$ cat src/rtl/uart_pkg.sv
// Shared UART constants and types used by the baud generator.
package uart_pkg;

  // Oversampling ratio used by the receiver unless overridden.
  localparam int UART_OVS_DEFAULT = 16;

  // 50 MHz clock, 9600 baud, x16 oversampling: 325.5 cycles per rx tick.
  localparam int UART_DIV_INT_9600_50M  = 325;
  localparam int UART_DIV_FRAC_9600_50M = 8;

  // Smallest integer divisor the counter supports.
  localparam int UART_DIV_MIN = 2;

  // Divisor shadow state: IDLE = active divisor is current,
  // PENDING = shadow holds a divisor waiting for the next transfer point.
  typedef enum logic {
    CFG_IDLE    = 1'b0,
    CFG_PENDING = 1'b1
  } cfg_state_e;

endpackage

$ cat src/rtl/uart_baud_gen_frac_if.sv
// Control/status bundle of the fractional baud generator.
//
// Protocol: cfg_load and rx_resync are single-cycle strobes sampled on every
// rising clk edge; the generator accepts them in any cycle, so there is no
// ready. cfg_busy is high while a loaded divisor is waiting in the shadow.
// rx_enb and tx_enb are registered single-cycle strobes; tx_enb is only ever
// high together with rx_enb.
interface uart_baud_gen_frac_if #(
  parameter int DIV_W  = 16,
  parameter int FRAC_W = 4
) ();

  logic              en;
  logic [DIV_W-1:0]  div_int;
  logic [FRAC_W-1:0] div_frac;
  logic              cfg_load;
  logic              rx_resync;
  logic              rx_enb;
  logic              tx_enb;
  logic              cfg_busy;

  // Side that programs the generator and consumes the ticks.
  modport master (
    output en, div_int, div_frac, cfg_load, rx_resync,
    input  rx_enb, tx_enb, cfg_busy
  );

  // Baud generator side.
  modport slave (
    input  en, div_int, div_frac, cfg_load, rx_resync,
    output rx_enb, tx_enb, cfg_busy
  );

endinterface

$ cat src/rtl/uart_frac_divider.sv
// Fractional cycle divider: counts periods of act_int or act_int+1 cycles so
// that the average period is act_int + act_frac/2^FRAC_W. Emits a wrap strobe
// on the last cycle of each period.
module uart_frac_divider
  import uart_pkg::*;
#(
  parameter int DIV_W  = 16,
  parameter int FRAC_W = 4
) (
  input  logic              clk,
  input  logic              rst,
  input  logic              en,
  input  logic              clr,
  input  logic [DIV_W-1:0]  act_int,
  input  logic [FRAC_W-1:0] act_frac,
  output logic              wrap
);

  // One extra bit: a period can be 2^DIV_W-1 + 1 cycles long.
  logic [DIV_W:0]    cnt;
  logic [FRAC_W-1:0] acc;
  logic              extra;

  logic [DIV_W-1:0]  int_clamped;
  logic [DIV_W:0]    len_m1;
  logic [FRAC_W:0]   acc_sum;

  // Period length and wrap detection. The >= compare lets a divisor that was
  // shortened while the counter was frozen end the period at the next enabled
  // cycle instead of running the counter up to overflow.
  always_comb begin
    int_clamped = (act_int < DIV_W'(UART_DIV_MIN)) ? DIV_W'(UART_DIV_MIN) : act_int;
    len_m1      = {1'b0, int_clamped} + {{DIV_W{1'b0}}, extra} - (DIV_W+1)'(1);
    wrap        = en && (cnt >= len_m1);
    acc_sum     = {1'b0, acc} + {1'b0, act_frac};
  end

  // Cycle counter and fraction accumulator; the accumulator carry stretches
  // the following period by one cycle.
  always_ff @(posedge clk or posedge rst) begin
    if (rst) begin
      cnt   <= '0;
      acc   <= '0;
      extra <= 1'b0;
    end else if (clr) begin
      cnt   <= '0;
      acc   <= '0;
      extra <= 1'b0;
    end else if (wrap) begin
      cnt   <= '0;
      acc   <= acc_sum[FRAC_W-1:0];
      extra <= acc_sum[FRAC_W];
    end else if (en) begin
      cnt   <= cnt + (DIV_W+1)'(1);
    end
  end

endmodule

$ cat src/rtl/uart_baud_gen_frac.sv
// Fractional baud generator: programmable divisor with a shadow register,
// oversampling tick rx_enb and bit tick tx_enb every OVS-th rx_enb.
module uart_baud_gen_frac
  import uart_pkg::*;
#(
  parameter int DIV_W          = 16,
  parameter int FRAC_W         = 4,
  parameter int OVS            = UART_OVS_DEFAULT,
  parameter int RESET_DIV_INT  = UART_DIV_INT_9600_50M,
  parameter int RESET_DIV_FRAC = UART_DIV_FRAC_9600_50M
) (
  input logic                 clk,
  input logic                 rst,
  uart_baud_gen_frac_if.slave bus
);

  localparam int OVS_W = (OVS > 1) ? $clog2(OVS) : 1;

  logic [DIV_W-1:0]  act_int;
  logic [FRAC_W-1:0] act_frac;
  logic [DIV_W-1:0]  sh_int;
  logic [FRAC_W-1:0] sh_frac;

  cfg_state_e        cfg_q;
  cfg_state_e        cfg_d;
  logic              xfer;

  logic              wrap;
  logic              tick;
  logic              last_ovs;
  logic [OVS_W-1:0]  ovs_cnt;
  logic              rx_enb_q;
  logic              tx_enb_q;

  uart_frac_divider #(
    .DIV_W  (DIV_W),
    .FRAC_W (FRAC_W)
  ) u_div (
    .clk      (clk),
    .rst      (rst),
    .en       (bus.en),
    .clr      (bus.rx_resync),
    .act_int  (act_int),
    .act_frac (act_frac),
    .wrap     (wrap)
  );

  // A resync suppresses the tick the divider would have produced this cycle.
  assign tick     = wrap && !bus.rx_resync;
  assign last_ovs = (ovs_cnt == OVS_W'(OVS - 1));

  // Shadow state: a pending divisor moves to active at a period boundary, at a
  // resync, or at once while counting is frozen. A load coinciding with a
  // resync bypasses the shadow, so it leaves nothing pending.
  always_comb begin
    cfg_d = cfg_q;
    xfer  = 1'b0;
    if (cfg_q == CFG_PENDING && (wrap || !bus.en || bus.rx_resync)) begin
      xfer  = 1'b1;
      cfg_d = CFG_IDLE;
    end
    if (bus.cfg_load) begin
      cfg_d = bus.rx_resync ? CFG_IDLE : CFG_PENDING;
    end
  end

  // Shadow state register.
  always_ff @(posedge clk or posedge rst) begin
    if (rst) begin
      cfg_q <= CFG_IDLE;
    end else begin
      cfg_q <= cfg_d;
    end
  end

  // Shadow and active divisor registers; the newest loaded value wins.
  always_ff @(posedge clk or posedge rst) begin
    if (rst) begin
      act_int  <= DIV_W'(RESET_DIV_INT);
      act_frac <= FRAC_W'(RESET_DIV_FRAC);
      sh_int   <= DIV_W'(RESET_DIV_INT);
      sh_frac  <= FRAC_W'(RESET_DIV_FRAC);
    end else begin
      if (bus.cfg_load) begin
        sh_int  <= bus.div_int;
        sh_frac <= bus.div_frac;
      end
      if (bus.cfg_load && bus.rx_resync) begin
        act_int  <= bus.div_int;
        act_frac <= bus.div_frac;
      end else if (xfer) begin
        act_int  <= sh_int;
        act_frac <= sh_frac;
      end
    end
  end

  // Oversampling counter and registered tick outputs.
  always_ff @(posedge clk or posedge rst) begin
    if (rst) begin
      ovs_cnt  <= '0;
      rx_enb_q <= 1'b0;
      tx_enb_q <= 1'b0;
    end else begin
      rx_enb_q <= tick;
      tx_enb_q <= tick && last_ovs;
      if (bus.rx_resync) begin
        ovs_cnt <= '0;
      end else if (tick) begin
        ovs_cnt <= last_ovs ? '0 : ovs_cnt + OVS_W'(1);
      end
    end
  end

  assign bus.rx_enb   = rx_enb_q;
  assign bus.tx_enb   = tx_enb_q;
  assign bus.cfg_busy = (cfg_q == CFG_PENDING);

endmodule
$ cat src/flat_wrapper.sv
// flat-port wrapper written by rule: the top's interface ports become plain ports
module uart_baud_gen_frac_flat import uart_pkg::*;
#(
  parameter int DIV_W          = 16,
  parameter int FRAC_W         = 4,
  parameter int OVS            = UART_OVS_DEFAULT,
  parameter int RESET_DIV_INT  = UART_DIV_INT_9600_50M,
  parameter int RESET_DIV_FRAC = UART_DIV_FRAC_9600_50M
)
  (clk, rst, bus_en, bus_div_int, bus_div_frac, bus_cfg_load, bus_rx_resync, bus_rx_enb, bus_tx_enb, bus_cfg_busy);
  uart_baud_gen_frac_if #(.DIV_W(DIV_W), .FRAC_W(FRAC_W)) bus_i ();
  input logic clk;
  input logic rst;
  input wire logic [$bits(bus_i.en)-1:0] bus_en;
  input wire logic [$bits(bus_i.div_int)-1:0] bus_div_int;
  input wire logic [$bits(bus_i.div_frac)-1:0] bus_div_frac;
  input wire logic [$bits(bus_i.cfg_load)-1:0] bus_cfg_load;
  input wire logic [$bits(bus_i.rx_resync)-1:0] bus_rx_resync;
  output wire logic [$bits(bus_i.rx_enb)-1:0] bus_rx_enb;
  output wire logic [$bits(bus_i.tx_enb)-1:0] bus_tx_enb;
  output wire logic [$bits(bus_i.cfg_busy)-1:0] bus_cfg_busy;
  assign bus_i.en = bus_en;
  assign bus_i.div_int = bus_div_int;
  assign bus_i.div_frac = bus_div_frac;
  assign bus_i.cfg_load = bus_cfg_load;
  assign bus_i.rx_resync = bus_rx_resync;
  assign bus_rx_enb = bus_i.rx_enb;
  assign bus_tx_enb = bus_i.tx_enb;
  assign bus_cfg_busy = bus_i.cfg_busy;
  uart_baud_gen_frac #(.DIV_W(DIV_W), .FRAC_W(FRAC_W), .OVS(OVS), .RESET_DIV_INT(RESET_DIV_INT), .RESET_DIV_FRAC(RESET_DIV_FRAC)) u_core (.clk(clk), .rst(rst), .bus(bus_i));
endmodule
$ cat config.mk
export PLATFORM = sky130hd
export DESIGN_NAME = uart_baud_gen_frac_flat
export DESIGN_NICKNAME = d
export VERILOG_FILES = /design/src/rtl/uart_pkg.sv /design/src/rtl/uart_baud_gen_frac_if.sv /design/src/rtl/uart_frac_divider.sv /design/src/rtl/uart_baud_gen_frac.sv /design/src/flat_wrapper.sv
export SDC_FILE = /design/constraint.sdc
export NUM_CORES = 1
export LEC_CHECK = 0
export BUFFER_PORTS_ARGS = -buffer_cell sky130_fd_sc_hd__buf_4
export CORE_ASPECT_RATIO = 1.75
export CORE_UTILIZATION = 60
export CTS_CLUSTER_SIZE = 40
export DETAILED_ROUTE_END_ITERATION = 6
export PLACE_DENSITY_LB_ADDON = 0.3
export SLEW_MARGIN = 15
export SYNTH_ARGS = -nofsm -noshare
export SYNTH_HDL_FRONTEND = slang
export SYNTH_SLANG_ARGS = --single-unit
$ cat constraint.sdc
create_clock -name clk -period 5.3 [get_ports clk]
set_clock_uncertainty 0.15 [all_clocks]
set_input_delay 1.06 -clock clk [delete_from_list [all_inputs] [get_ports clk]]
set_output_delay 1.06 -clock clk [all_outputs]
set_load 0.02 [all_outputs]
Yosys cells after proc, flatten, opt, wreduce, memory -nomap -nowiden
Index checks and enable logic that the tools add are counted.

Word-level logic and storage cells: 52. Bits in registers: 69. Bits of input ports: 25. Output and inout bits: 3.

Magnitude comparators: 2. Muxes and demuxes: 19. Equal/unequal tests: 1. Reductions and logical operators: 14. Add/subtract/negate cells: 5.

Operators by type and width (number): 17-bit 2-to-1 mux (3); 16-bit 2-to-1 mux (3); 4-bit 2-to-1 mux (7); 16-bit by 1-bit adder with 17-bit output (1); 17-bit by 1-bit adder with 17-bit output (second input constant) (1); 17-bit >= comparator (1); 17-bit by 1-bit subtractor with 17-bit output (second input constant) (1); 16-bit by 2-bit less-than comparator with 1-bit output (second input constant) (1); 2-bit nonzero test (4); 1-bit 2-to-1 mux (6); 4-bit by 4-bit adder with 5-bit output (1); 1-bit logical AND (5); 4-bit by 1-bit adder with 4-bit output (second input constant) (1); 4-bit equality test (second input constant) (1); 3-bit nonzero test (1); 1-bit zero test (2); 1-bit logical OR (2).

Longest topological paths before layout
Depth in word-level cells: 12. Depth in mapped cells: 18.

By module
Synthesis repeated with hierarchy kept, for this count alone.

Cell total of the unflattened synthesis: 346. Area total of the unflattened synthesis: 4032.6 um2.

By module, submodules not included: uart_baud_gen_frac (seq. area each 1188.6 um2, area each 2209.6 um2, instances 1, cells an instance 139); uart_frac_divider (seq. area each 550.5 um2, area each 1823.0 um2, instances 1, cells an instance 207).

Worst setup path before layout
OpenSTA, ideal clock, no wires.

Path kind: reg-to-reg. Start point: reg u_core.act_int[7]. End point: reg u_core.ovs_cnt[0]. Stages on the path, launching flop included: 18. Buffers on the path: 1. Required time: 5.027 ns. Arrival time: 4.222 ns. Slack: 0.805 ns. Period minus slack after synthesis: 4.495 ns. Cell sequence: dfrtp_1 -> nor4_1 -> nand3_1 -> o21ai_0 -> ha_1 -> ha_1 -> nor3b_1 -> nand2b_1 -> or3_1 -> xor2_1 -> ha_1 -> nand4_1 -> or4b_1 -> a31o_1 -> a31oi_4 -> buf_6 -> mux2i_1 -> nor2_1.

Cells in the longest elaborated chain, start to end: 8.

RTL lines: start: declaration (line uart_baud_gen_frac.sv:19) `logic [DIV_W-1:0] act_int;`; start signal: assignment (line uart_baud_gen_frac.sv:79) `act_int <= DIV_W'(RESET_DIV_INT);`; start signal: assignment (line uart_baud_gen_frac.sv:89) `act_int <= bus.div_int;`; start signal: assignment (line uart_baud_gen_frac.sv:92) `act_int <= sh_int;`; 16-bit by 2-bit less-than comparator with 1-bit output (line uart_frac_divider.sv:32) `int_clamped = (act_int < DIV_W'(UART_DIV_MIN)) ? DIV_W'(UART_DIV_MIN) : act_int;`; 16-bit 2-to-1 mux (*) (line uart_frac_divider.sv:32); 16-bit by 1-bit adder with 17-bit output (*) (line uart_frac_divider.sv:33) `len_m1 = {1'b0, int_clamped} + {{DIV_W{1'b0}}, extra} - (DIV_W+1)'(1);`; 17-bit by 1-bit subtractor with 17-bit output (*) (line uart_frac_divider.sv:33); 17-bit >= comparator (*) (line uart_frac_divider.sv:34) `wrap = en && (cnt >= len_m1);`; 1-bit logical AND (*) (line uart_frac_divider.sv:34); 1-bit logical AND (*) (line uart_baud_gen_frac.sv:49) `assign tick = wrap && !bus.rx_resync;`; 2-bit nonzero test (no line) (*); end signal: assignment (line uart_baud_gen_frac.sv:110) `ovs_cnt <= last_ovs ? '0 : ovs_cnt + OVS_W'(1);`; end: declaration (line uart_baud_gen_frac.sv:31) `logic [OVS_W-1:0] ovs_cnt;`.

Mark *: on every way between the ends. The rest lies on a longest branch, timed or not. A chain may end at the register's enable or synchronous reset.

Worst setup path after layout
Start point: reg u_core.act_int[12]. End point: reg u_core.u_div.cnt[7].

Cells in the longest elaborated chain, start to end: 8.

RTL lines: 16-bit by 2-bit less-than comparator with 1-bit output (line uart_frac_divider.sv:32); 16-bit 2-to-1 mux (*) (line uart_frac_divider.sv:32); 16-bit by 1-bit adder with 17-bit output (*) (line uart_frac_divider.sv:33); 17-bit by 1-bit subtractor with 17-bit output (*) (line uart_frac_divider.sv:33); 17-bit >= comparator (*) (line uart_frac_divider.sv:34); 1-bit logical AND (*) (line uart_frac_divider.sv:34); 17-bit 2-to-1 mux (line uart_frac_divider.sv:49) `end else if (wrap) begin`; 17-bit 2-to-1 mux (line uart_frac_divider.sv:45) `end else if (clr) begin`; end signal: assignment (line uart_frac_divider.sv:54) `cnt <= cnt + (DIV_W+1)'(1);`; end: declaration (line uart_frac_divider.sv:20) `logic [DIV_W:0] cnt;`.

Marked as above.

==> reports/summary.log <==
INFO  floorplanning  start_util=61.84%
INFO  power_and_ir_drop total_switching_power=317.8uW
INFO  placed_design  place_congestion=0.8392
INFO  placed_design  port_buffers=27
INFO  clock_network  max-clock-path-buffers=2
INFO  yosys          ff_latch_count_synth=69
INFO  timing         fin_worst_hold_slack=0.3567ns
INFO  floorplanning  die-area=0.006706sqmm
INFO  route          remaining_drc_errors=0
INFO  clock_network  clkTransAtPathRegs=0.07ns
INFO  layout         antenna-diode-count=0
INFO  route          drt.antenna.violating_nets=0
INFO  timing         grt_setup_unrepaired=no
INFO  worst_setup_path cp.required=5.38ns
INFO  power_and_ir_drop internal_portion_of_total_power=886.5uW
INFO  worst_setup_path crit_arrival=5.06ns
INFO  yosys          synth_ff_type=dfrtp_1
INFO  yosys          netlist_instances=360
INFO  timing         slew-limit-headroom=44.79%
INFO  layout         filler_cell_count=476
INFO  layout         nNetsFinal=439
INFO  clock_network  cts.hold.buffers_added=0
INFO  global_routing grtUsageTotal=24.59%
INFO  timing         worstMarginPinSlew=0.8281ns
INFO  outcome        result_of_the_run=complete, no violations
INFO  floorplanning  io_pins=28
INFO  global_routing gr-total-overflow=0
INFO  clock_network  clk_root_buffer_cell=clkbuf_8
INFO  floorplanning  core_area=0.006181sqmm
INFO  worst_setup_path crit_path_class=flop to flop
INFO  power_and_ir_drop leakage_power_summed_over_all_cells=0.001904uW
INFO  route          avgRoutedWirePerCell=15.94um
INFO  route          vias=2,889
INFO  flow_run       max_cap_viol_count=0
INFO  floorplanning  dieHeight=107.6um
INFO  yosys          synth-seq-area-share=45.50%
INFO  worst_setup_path critical-path-max-stage-delay=0.54ns
INFO  worst_setup_path path_delay_family=simple AND/OR/NAND/NOR gates
INFO  worst_hold_path timing.hold.worst.class=flop to flop
INFO  route          routed_wirelength=7.540mm
INFO  clock_network  cts_tree=done
INFO  timing         final-setup-viol-count=0
INFO  worst_setup_path critical_path.startpoint_type=flop
INFO  power_and_ir_drop seq_power_share=51.9%
INFO  global_routing grt_max_degree=70
INFO  power_and_ir_drop power_density=279.9mW/mm^2
INFO  layout         final-instance-count-excl-fill=473
INFO  layout         final_cell_area=0.004303sqmm
INFO  timing         fin_crit=4.984ns
INFO  yosys          synth-edff-count=0
INFO  floorplanning  die-width=62.34um
INFO  timing         maxSlewViolCount=0
INFO  route          viasPerCell=6.108
INFO  layout         area_added_between_synthesis_and_finish=12.57%
INFO  route          drc_marker_count_from_the_first_detailed_route_iteration=91
INFO  worst_setup_path crit_chain=nor4_1 > nand3_1 > o21ai_0 > ha_1 > ha_1 > nor3b_1 > nand2b_1 > or3_1 > xor2_1 > ha_1 > nand4_1 > or4b_1 > a31o_1 > nand4_1 > buf_4 > o21ai_0 > a21o_1
INFO  global_routing antenna_found_initial=0
INFO  worst_setup_path cpMostUsedCell=ha_1
INFO  yosys          synth-async-reset-ratio=100.0%
INFO  yosys          synth_cell_types=47
INFO  power_and_ir_drop power.combinational.fraction=15.8%
INFO  timing         max_clock_freq=200.6MHz
INFO  layout         finish.utilization=69.62%
INFO  worst_setup_path cp_slowest_cell=or4b_1
INFO  worst_setup_path critical_path_peak_fanout=26
INFO  yosys          synth.cell_area=0.003822sqmm
INFO  clock_network  clock_latency=0.34ns
INFO  timing         finalSetupTns=0ns
INFO  yosys          syn_nets=411
INFO  yosys          synthesis.area_per_instance=10.62squm
INFO  layout         layout-drive-gt1-share=22.39%
INFO  clock_network  numClockSinks=69
INFO  clock_network  cts_buffers=9
INFO  timing         min_period_over_period=94.04%
INFO  worst_setup_path worst_setup_path_end_kind=flop
INFO  yosys          synth.yosys.warnings=0
INFO  global_routing first_global_vias=2,904
INFO  timing         hold_viol=0
INFO  power_and_ir_drop clock_network_fraction_of_design_power=32.3%
INFO  global_routing first_pass_grt_wire_length=12.87mm
INFO  clock_network  cts_htree_levels=3
INFO  placed_design  post_dp_cell_area=0.004076sqmm
INFO  placed_design  placed_cells_incl_taps=455
INFO  power_and_ir_drop peakVddDrop=279.2uV
INFO  placed_design  dp_hpwl=5.453mm
INFO  route          number_of_search_and_repair_iterations_in_the_first_detailed_routing_pass=6
INFO  worst_setup_path critical_path.n_buffers_inverters=1
INFO  power_and_ir_drop p_sw_share=26.39%
INFO  floorplanning  num_rows=38
==> cell usage in the layout, fill, tap and decap left out, types with 2 or more instances in the layout <==
| cell type | Yosys | routed |
|---|---|---|
| a21o_1 | 10 | 10 |
| mux2_2 | 20 | 20 |
| dfrtp_1 | 59 | 59 |
| and3_1 | 3 | 3 |
| clkbuf_1 | 6 | 3 |
| nor4_1 | 5 | 4 |
| nand2_1 | 22 | 22 |
| nor3b_1 | 5 | 5 |
| or2_2 | 2 | 2 |
| o22a_1 | 5 | 5 |
| ha_1 | 25 | 25 |
| a211oi_2 | 2 | 2 |
| a21oi_1 | 11 | 11 |
| and2_1 | 2 | 2 |
| o21ai_0 | 13 | 13 |
| dfstp_2 | 10 | 10 |
| clkbuf_8 | 0 | 12 |
| mux2i_1 | 5 | 5 |
| o22ai_1 | 21 | 21 |
| nor3_1 | 15 | 14 |
| nor2_1 | 21 | 21 |
| inv_1 | 10 | 9 |
| xor2_1 | 5 | 5 |
| xnor2_1 | 12 | 12 |
| and4_1 | 3 | 3 |
| buf_4 | 2 | 33 |
| a2bb2oi_1 | 19 | 19 |
| nand4_1 | 8 | 8 |
| nor2b_1 | 6 | 6 |
| nand3_1 | 9 | 9 |
==> power groups by stage <==
stage	combinational, uW	clock, uW	sequential, uW
after global placement	182	0	628
after CTS	192	396	622
after floorplan	144	0	620
final	190	390	625
after detailed placement	190	0	631
after global routing	213	416	631
==> cell type report <==
cell class / instances / area [sq um] / area share (%)
clock inverter: 1 / 5.005 / 0.1163
tap: 80 / 100.1 / 2.326
timing repair buffer: 34 / 267.8 / 6.223
inverter: 10 / 37.54 / 0.8723
clock buffer: 15 / 176.4 / 4.100
multi-input combinational: 264 / 1977 / 45.94
sequential: 69 / 1739 / 40.42
==> logic make-up after synthesis <==
logic type	after synthesis	synth area share, %
mux	25	7.201
compound gates	89	16.92
buf+inv	27	3.241
flops	69	45.50
fa+ha+maj	26	8.707
xor+xnor	17	3.895
simple gates	107	14.53
==> synth_stat cells, drive strengths merged, types with 2 or more instances <==
cell type	number	area, sq um
o21ai	13	65.06
ha	25	312.8
xor2	5	43.79
inv	10	37.54
and4	3	26.28
o22a	5	43.79
nor3	15	75.07
and2	2	12.51
a31oi	2	27.53
and3	3	18.77
mux2	20	225.2
a2bb2oi	19	166.4
xnor2	12	105.1
nand2	22	82.58
clkbuf	6	22.52
mux2i	5	50.05
buf	11	63.81
a211oi	2	25.02
or2	2	12.51
nor3b	5	37.54
nor2b	6	37.54
a21oi	11	55.05
nor4	5	31.28
dfstp	10	262.8
dfrtp	59	1476
o22ai	21	131.4
a21o	10	75.07
nand3	9	45.04
nand4	8	50.05
nor2	21	78.83
==> per-layer routing <==
layer | part of all wire [%] | vias up | track usage (%) | wire (um)
li1 | - | 1392 | - | -
met1 | 41 | 1427 | 26.70 | 3059
met2 | 54 | 54 | 45.37 | 4091
met3 | 2.9 | 16 | 4.661 | 216
met4 | 2.3 | 0 | 11.79 | 172
met5 | 0 | - | 0 | 0
==> sequential cells by signal, summed over array words and instances, names as in the netlist <==
register / count
u_core.bus.cfg_busy: 1
u_core.sh_int: 16
u_core.bus.rx_enb: 1
u_core.sh_frac: 4
u_core.u_div.extra: 1
u_core.ovs_cnt: 4
u_core.act_frac: 4
u_core.u_div.acc: 4
u_core.act_int: 16
u_core.u_div.cnt: 17
u_core.bus.tx_enb: 1
==> final timing paths <==
| kind | cells after the start | slack, ns | to | start |
|---|---|---|---|---|
| max | 17 | 0.32 | u_core.u_div.cnt[7] | u_core.act_int[12] |
| min | 1 | 0.36 | u_core.act_int[0] | u_core.act_int[0] |
| max reg2reg | 17 | 0.32 | u_core.u_div.cnt[7] | u_core.act_int[12] |
| min reg2reg | 1 | 0.36 | u_core.act_int[0] | u_core.act_int[0] |
| max in group asynchronous | 3 | 3.64 | u_core.act_int[7] | rst |
| min in group asynchronous | 3 | 0.81 | u_core.ovs_cnt[0] | rst |
==> what timing repair did <==
action                                  in CTS  in global routing
endpoints found under the setup margin       0                 14
gates resized for setup                      0                  3
setup buffers                                0                  2
==> through the flow <==
| stage | total power (uW) | worst slack, ns |
|---|---|---|
| after CTS | 1210 | 0.2202 |
| after global placement | 809.6 | 0.4699 |
| final | 1204 | 0.3157 |
| after detailed placement | 820.9 | 0.2081 |
| after global routing | 1260 | 0.01953 |
| after floorplan | 763.6 | 0.8051 |
(Power assumes the default switching activity.)
